<file path="src/rtl/mem_pkg.sv">
// Shared encodings for the memory-access stage.
// funct3 access sizes, FSM states and timeout counter width.
package mem_pkg;

  localparam logic [2:0] F3_B  = 3'b000;
  localparam logic [2:0] F3_H  = 3'b001;
  localparam logic [2:0] F3_W  = 3'b010;
  localparam logic [2:0] F3_BU = 3'b100;
  localparam logic [2:0] F3_HU = 3'b101;

  // Wide enough for any timeout up to 255 cycles.
  localparam int TO_CNT_W = 8;

  typedef enum logic [1:0] {
    IDLE,
    REQ,
    WAIT,
    DONE
  } state_t;

endpackage

</file>
<file path="src/rtl/load_formatter.sv">
// Picks the byte/half/word out of a memory read word
// and sign- or zero-extends it according to funct3.
module load_formatter
  import mem_pkg::*;
(
  input  logic [31:0] rdata,
  input  logic [1:0]  addr,
  input  logic [2:0]  funct3,
  output logic [31:0] result
);

  logic [7:0]  w_byte;
  logic [15:0] w_half;

  assign w_byte = rdata[{addr, 3'b000} +: 8];
  assign w_half = rdata[{addr[1], 4'b0000} +: 16];

  always_comb begin
    result = '0;
    case (funct3)
      F3_B:    result = {{24{w_byte[7]}}, w_byte};
      F3_BU:   result = {24'b0, w_byte};
      F3_H:    result = {{16{w_half[15]}}, w_half};
      F3_HU:   result = {16'b0, w_half};
      F3_W:    result = rdata;
      default: result = '0;
    endcase
  end

endmodule

</file>
<file path="src/rtl/mem_access_unit.sv">
// Memory stage: runs RISC-V loads/stores over a req/ready/rvalid
// data-memory handshake, stalling the core while an access is in flight.
module mem_access_unit
  import mem_pkg::*;
#(
  parameter int TIMEOUT_CYCLES = 16,
  parameter int ADDR_W         = 32
) (
  input  logic              clk,
  input  logic              rst,
  input  logic [31:0]       alu_result,
  input  logic [31:0]       store_data,
  input  logic [2:0]        funct3,
  input  logic              mem_read,
  input  logic              mem_write,
  output logic              stall,
  output logic [31:0]       load_data,
  output logic              done,
  output logic              access_err,
  output logic              mem_req,
  output logic              mem_we,
  output logic [ADDR_W-1:0] mem_addr,
  output logic [31:0]       mem_wdata,
  output logic [3:0]        mem_be,
  input  logic              mem_ready,
  input  logic              mem_rvalid,
  input  logic [31:0]       mem_rdata
);

  localparam logic [TO_CNT_W-1:0] TO_LAST =
    TO_CNT_W'(TIMEOUT_CYCLES - 1);

  state_t              r_state;
  state_t              w_next;
  logic [ADDR_W-1:0]   r_addr;
  logic [31:0]         r_wdata;
  logic [2:0]          r_funct3;
  logic                r_we;
  logic [TO_CNT_W-1:0] r_cnt;
  logic                r_err_pending;
  logic [31:0]         r_load_data;

  logic        w_start;
  logic        w_both;
  logic        w_misalign;
  logic        w_illegal;
  logic        w_legal;
  logic        w_expired;
  logic [3:0]  w_be;
  logic [31:0] w_lane;
  logic [31:0] w_fmt;

  assign w_start   = mem_read ^ mem_write;
  assign w_both    = mem_read & mem_write;
  assign w_expired = (r_cnt == TO_LAST);

  // Legality of the instruction presented in IDLE.
  always_comb begin
    w_misalign = 1'b0;
    w_illegal  = 1'b0;
    if (mem_read) begin
      case (funct3)
        F3_H, F3_HU: w_misalign = alu_result[0];
        F3_W:        w_misalign = |alu_result[1:0];
        F3_B, F3_BU: w_misalign = 1'b0;
        default:     w_illegal  = 1'b1;
      endcase
    end else begin
      case (funct3)
        F3_B:    w_misalign = 1'b0;
        F3_H:    w_misalign = alu_result[0];
        F3_W:    w_misalign = |alu_result[1:0];
        default: w_illegal  = 1'b1;
      endcase
    end
  end

  assign w_legal = w_start & ~w_misalign & ~w_illegal;

  // Store lanes: data replicated so any byte enable sees the value.
  always_comb begin
    w_be   = 4'b1111;
    w_lane = r_wdata;
    case (r_funct3)
      F3_B: begin
        w_be   = 4'b0001 << r_addr[1:0];
        w_lane = {4{r_wdata[7:0]}};
      end
      F3_H: begin
        w_be   = r_addr[1] ? 4'b1100 : 4'b0011;
        w_lane = {2{r_wdata[15:0]}};
      end
      default: begin
        w_be   = 4'b1111;
        w_lane = r_wdata;
      end
    endcase
  end

  load_formatter u_fmt (
    .rdata  (mem_rdata),
    .addr   (r_addr[1:0]),
    .funct3 (r_funct3),
    .result (w_fmt)
  );

  always_comb begin
    w_next     = r_state;
    stall      = 1'b0;
    done       = 1'b0;
    access_err = 1'b0;
    load_data  = '0;
    mem_req    = 1'b0;
    mem_we     = 1'b0;
    mem_addr   = '0;
    mem_be     = '0;
    mem_wdata  = '0;
    unique case (r_state)
      IDLE: begin
        stall      = w_legal;
        access_err = w_both | (w_start & ~w_legal);
        if (w_legal) w_next = REQ;
      end
      REQ: begin
        stall     = 1'b1;
        mem_req   = 1'b1;
        mem_we    = r_we;
        mem_addr  = {r_addr[ADDR_W-1:2], 2'b00};
        mem_be    = w_be;
        mem_wdata = w_lane;
        if (mem_ready) w_next = r_we ? DONE : WAIT;
      end
      WAIT: begin
        stall = 1'b1;
        if (mem_rvalid || w_expired) w_next = DONE;
      end
      DONE: begin
        done       = 1'b1;
        access_err = r_err_pending;
        load_data  = r_load_data;
        w_next     = IDLE;
      end
    endcase
  end

  always_ff @(posedge clk) begin
    if (rst) begin
      r_state       <= IDLE;
      r_addr        <= '0;
      r_wdata       <= '0;
      r_funct3      <= '0;
      r_we          <= 1'b0;
      r_cnt         <= '0;
      r_err_pending <= 1'b0;
      r_load_data   <= '0;
    end else begin
      r_state <= w_next;
      unique case (r_state)
        IDLE: begin
          if (w_legal) begin
            r_addr        <= alu_result[ADDR_W-1:0];
            r_wdata       <= store_data;
            r_funct3      <= funct3;
            r_we          <= mem_write;
            r_err_pending <= 1'b0;
            r_load_data   <= '0;
          end
        end
        REQ: begin
          if (mem_ready) r_cnt <= '0;
        end
        WAIT: begin
          // rvalid on the expiry cycle still wins over the abort
          if (mem_rvalid) begin
            r_load_data <= w_fmt;
          end else if (w_expired) begin
            r_load_data   <= '0;
            r_err_pending <= 1'b1;
          end else begin
            r_cnt <= r_cnt + TO_CNT_W'(1);
          end
        end
        DONE: begin
          r_err_pending <= 1'b0;
        end
      endcase
    end
  end

endmodule

</file>
<file path="config.mk">
export PLATFORM = sky130hd
export DESIGN_NAME = mem_access_unit
export DESIGN_NICKNAME = d
export VERILOG_FILES = /design/src/rtl/mem_pkg.sv /design/src/rtl/load_formatter.sv /design/src/rtl/mem_access_unit.sv
export SDC_FILE = /design/constraint.sdc
export NUM_CORES = 1
export LEC_CHECK = 0
export ABC_CLOCK_PERIOD_IN_PS = 3460
export BUFFER_PORTS_ARGS = -buffer_cell sky130_fd_sc_hd__buf_2
export CAP_MARGIN = 0
export CORE_UTILIZATION = 30
export DETAILED_ROUTE_END_ITERATION = 10
export PLACE_DENSITY_LB_ADDON = 0.15
export RECOVER_POWER = 100
export SYNTH_ARGS = -nofsm -noshare
export SYNTH_HDL_FRONTEND = slang
export SYNTH_HIERARCHICAL = 1
export SYNTH_SLANG_ARGS = --single-unit
</file>
<file path="constraint.sdc">
create_clock -name clk -period 3.46 [get_ports clk]
set_input_delay 0 -clock clk [delete_from_list [all_inputs] [get_ports clk]]
set_output_delay 0 -clock clk [all_outputs]
set_load 0.02 [all_outputs]
</file>
### Word-level counts from Yosys, hierarchy flattened

Index checks and enable logic that the tools add are counted.

* bits in registers: 111
* bits in latches: 0
* memory bits (writable): 0
* memory bits (read-only): 0
* input bits: 105
* output and inout port bits: 105
* memories kept: 0

* add/subtract/negate cells: 1
* multiply operators: 0
* div/mod/pow operators: 0
* $lt $le $gt $ge: 0
* equality and inequality tests: 19
* shift-type cells: 3
* muxes and demuxes: 36
* bitwise gates (word level): 9
* reductions and logical operators: 17

Operators by type and width (count)
* 32-bit 2-to-1 mux: 6
* 32-bit one-hot mux with 5 select lines: 1
* 32-bit one-hot mux with 2 select lines: 2
* 32-bit by 6-bit indexed part select with 16-bit output: 1
* 32-bit by 6-bit indexed part select with 8-bit output: 1
* 8-bit 2-to-1 mux: 3
* 8-bit one-hot mux with 2 select lines: 1
* 3-bit equality test (second input constant): 4
* 2-bit != test (second input constant): 6
* 1-bit 2-to-1 mux: 11
* 8-bit by 1-bit adder with 8-bit output (second input constant): 1
* 8-bit by 4-bit equality test with 1-bit output (second input constant): 1
* 4-bit 2-to-1 mux: 2
* 1-bit one-hot mux with 2 select lines: 4
* 2-bit one-hot mux with 4 select lines: 1
* 4-bit one-hot mux with 2 select lines: 1
* 4-bit AND reduction: 2
* 3-bit by 1-bit equality test with 1-bit output (second input constant): 2
* 3-bit by 2-bit equality test with 1-bit output (second input constant): 2
* 3-bit logical NOT: 2
* 2-bit 2-to-1 mux: 3
* 3-bit AND reduction: 2
* 2-bit OR reduction: 3
* 5-bit OR reduction: 1
* 15 further kinds: 22

### Depth between registers and ports, before layout

* word-level depth: 11
* gate-level depth with buffers: 8
* gate-level depth less buffers: 6

### By module

Netlist, hierarchy kept.

By module, submodules not included
* mem_access_unit: instances 1, cells each 722, area an instance 5721.7 um^2, seq. area each 2222.1 um^2
* load_formatter: instances 1, cells each 109, area an instance 785.8 um^2, seq. area each 0.0 um^2

### Worst setup path before layout

OpenSTA, ideal clock, no wires.

* path kind: register to register
* start: reg r_state[0]
* end: reg r_load_data[0]
* data arrival time: 1.848 ns
* required time: 3.388 ns
* slack: 1.541 ns
* cell stages (with the launch flop): 8
* path buffers: 2
* clock period less this slack: 1.919 ns
* cell sequence: dfxtp_1 inv_1 ha_1 clkbuf_1 clkinv_1 o211ai_2 buf_2 mux2i_1

* cells in the longest elaborated chain, start to end: 3

RTL lines
* start, declared: RTL line mem_access_unit.sv:33 `state_t r_state;`
* start signal, assigned: RTL line mem_access_unit.sv:157 `r_state <= w_next;`
* 2-bit equality test or 2-bit logical NOT (tied branches): RTL line mem_access_unit.sv:158 `unique case (r_state)`
* 3-bit != test (no source line), or another cell as far along
* 3-bit AND reduction (no source line)
* end signal, assigned: RTL line mem_access_unit.sv:175 `r_load_data <= w_fmt;`
* end, declared: RTL line mem_access_unit.sv:41 `logic [31:0] r_load_data;`

Several ways; a longest one is shown, not always the timed one.
A chain may end at the register's enable or synchronous reset.

### Worst setup path in the final report

* start: in mem_write
* end: out stall

* cells in the longest elaborated chain, start to end: 4

RTL lines
* start, declared: RTL line mem_access_unit.sv:15 `input logic mem_write,`
* 1-bit XOR: RTL line mem_access_unit.sv:53 `assign w_start = mem_read ^ mem_write;`
* 1-bit AND (2 in series): RTL line mem_access_unit.sv:78 `assign w_legal = w_start & ~w_misalign & ~w_illegal;`
* 1-bit one-hot mux with 2 select lines: RTL line mem_access_unit.sv:118 `unique case (r_state)`
* end, declared: RTL line mem_access_unit.sv:16 `output logic stall,`

No other way between the ends.

==> flow_summary.yaml <==
detailed_routing:
  wl_per_cell_microns: 16.27
  wl_microns: 21660
  drcViolationCount: 0
  vias: 6624
  drtPass1Iterations: 5
  routed_via_density: 4.977
  drt_iter0_markers: 376
  ant_nets: 0
final_layout:
  drive_gt1_share_pct: 17.52
  area_growth_pct: 30.97
  nets: 1164
  diodes: 0
  nFillCells: 2262
  fin_area_sq_um: 8523
setup_path:
  path_class: "in -> out"
  critPathArrivalTime_ps: 2990
  cp.required_ps: 3460
  cp_max_fo: 72
  cp-end-kind: "primary output"
  start_kind: "input pin"
  r2r_slack_ps: 820
sta:
  worst_slew_pin_slew_ps: 1575
  rsz0062_at_grt: "false"
  finClkSkew_ps: 10.24
  period_share_pct: 86.39
  whs_ps: 22.36
  max_freq_mhz: 334.5
  finalHoldViolCount: 0
  final.setup.tns_ps: 0
  relSlewSlack_pct: -4.981
  worst_slack_ps: 470.9
  slew_viol_final: 72
  setup_viol: 0
  period_needed_ps: 2989
clocking:
  cts_root_buf: "clkbuf_16"
  cts_tree: "yes"
  path_clk_slew_ps: 70
  cts.sinks: 111
  cts_buffers: 9
  cts.path.max_buffers: 2
  clk_latency_ps: 360
  htree_num_levels: 3
  cts_resized: 0
placed_design:
  dp_hpwl_microns: 14290
  place.gp.congestion: 0.7757
  place.port_buffers: 207
  place_ws_ps: 1071
  placed_area_sq_um: 7655
floorplan:
  dieArea_sq_um: 22280
  io_pins: 210
  die_h_microns: 149.3
  row_count: 53
  start_util_pct: 30.76
  coreArea_sq_um: 21150
  dieWidth_microns: 149.3
global_routing:
  grt_pass1_wl_microns: 34130
  gr-total-overflow: 0
  antenna_found_initial: 0
  grt.total_usage_pct: 19.34
  grt_max_degree: 73
  first_global_vias: 6356
synthesis:
  synth-adder-area-share_pct: 1.538
  synth_mux_area_share_pct: 9.133
  synth_seq_cells: 111
  async_flop_share_pct: 0
  synth_top_family_by_area: "simple AND/OR/NAND/NOR gates"
  yosysWarnings: 6
  synthSimpleGateAreaFrac_pct: 26.38
  synthXorXnorAreaFrac_pct: 0
  synth_area_sq_um: 6507
  ys_types: 53
  synth_flop_cell: "dfxtp_1"
  synth.avg_cell_area_sq_um: 7.831
  synthCells: 831
  synth_edf_count: 0
  synth_compound_area_share_pct: 22.69
  seq_area_frac_synth_pct: 34.15
outcome:
  violations: "max-capacitance violations, max-slew violations"
  status: "finished, violations left"
job:
  drv_cap: 1
power_and_ir_drop:
  ir_worst_vdd_mv: 0.5040
  cellLeakagePower_nw: 3.326
  pwr_density_cell_nw_per_um2: 514.7
min_path:
  hp-class: "in -> reg"
## Yosys cell counts (all sizes together) (2+ instances only)
library cell | instances | area, sq um
and2 | 74 | 463.0
nand2 | 88 | 330.3
inv | 7 | 26.28
ha | 8 | 100.1
nand2b | 47 | 309.0
a211o | 2 | 26.28
nor2b | 4 | 25.02
or2 | 2 | 12.51
clkbuf | 62 | 232.7
o221ai | 8 | 70.07
buf | 19 | 131.4
nor3b | 2 | 20.02
nor2 | 16 | 60.06
a32oi | 2 | 17.52
nand3 | 87 | 435.4
a211oi | 3 | 22.52
dfxtp | 111 | 2222
o21a | 2 | 15.01
mux2 | 3 | 33.78
o211a | 9 | 90.09
mux2i | 56 | 560.5
a221o | 6 | 60.06
a21oi | 76 | 380.4
o21ai | 82 | 410.4
a221oi | 2 | 17.52
a21boi | 18 | 135.1
o211ai | 18 | 140.1
## registers in the layout, summed over array words and instances, names as in the netlist
| register | flops |
|---|---|
| r_funct3 | 3 |
| r_load_data | 32 |
| r_state | 2 |
| r_cnt | 8 |
| r_addr | 32 |
| r_wdata | 32 |
| r_we | 1 |
| r_err_pending | 1 |
## cells by family after synthesis
family                     count (synthesis)
muxes                                     59
other                                      1
buffers and inverters                     89
DFF                                      111
and+or+nand+nor                          328
AOI/OAI and AO/OA                        235
adders and majority gates                  8
## path summary, 6_finish.rpt
check	start	depth (start not counted)	to
worst max-delay path	mem_write	9	stall
worst min-delay path	mem_rvalid	4	r_err_pending$_SDFFE_PP0P_
worst max register to register	r_funct3[1]$_SDFFE_PP0P_	5	r_load_data[15]$_SDFFE_PP0P_
worst min register to register	r_addr[21]$_SDFFE_PP0P_	2	r_addr[21]$_SDFFE_PP0P_
## timing repair
item / CTS / global route
hold buffers: 68 / 0
endpoints found under the hold margin: 68 / 0
setup buffers: 0 / 0
## per-stage QoR
stage | utilization (%) | power (mW) | std cells
finish | 40.29 | 4.387 | 1331
global route | 40.29 | 4.663 | 1331
CTS | 40.91 | 4.473 | 1331
detailed placement | 36.19 | 3.270 | 1247
global placement | 36.19 | 3.279 | 1247
floorplan | - | 2.752 | 832
## area by class of cell
class	count	area (sq um)	area share, %
clock buffer	12	266.5	3.127
clock inverter	4	51.30	0.6019
inverter	8	30.03	0.3523
multi-input combinational	632	3874	45.45
sequential	111	2222	26.07
tap	275	344.1	4.037
timing repair buffer	289	1735	20.36
## power by group
group	leakage [nW]	switching, mW	internal [mW]
Combinational	2.27	1.19	0.606
Clock	0.155	0.508	0.624
Sequential	0.899	0.0861	1.37
Total	3.33	1.78	2.60
## metal layers
layer / share of wire [%] / vias up / wire length, microns / track usage [%]
met1: 48 / 3075 / 10310 / 26.80
met4: 1.3 / 0 / 283 / 5.306
met2: 46 / 191 / 9939 / 30.42
met3: 5.2 / 18 / 1125 / 3.639
li1: - / 3340 / - / -
met5: 0 / - / 0 / 0
## critical path, stage by stage
cell	delay, ps
dlygate4sd3_1	560
clkbuf_1	120
ha_1	310
nand2b_1	90
o32ai_1	510
buf_4	750
a21oi_1	160
nor2_1	220
clkbuf_1	260
## placed cells by master (no fill, tap or decap), drive strengths merged, types with 3 or more instances in the layout
cell type and n:
a21boi 18, nand2 88, o21ai 82, mux2i 56, nand2b 47, inv 9
ha 8, nor2b 4, and2 74, dfxtp 111, mux2 3, o221ai 8
a211oi 3, o211a 9, buf 152, nand3 87, dlygate4sd3 68, clkbuf 81
o211ai 18, nor2 16, a221o 6, a21oi 76
(Power assumes the default switching activity.)
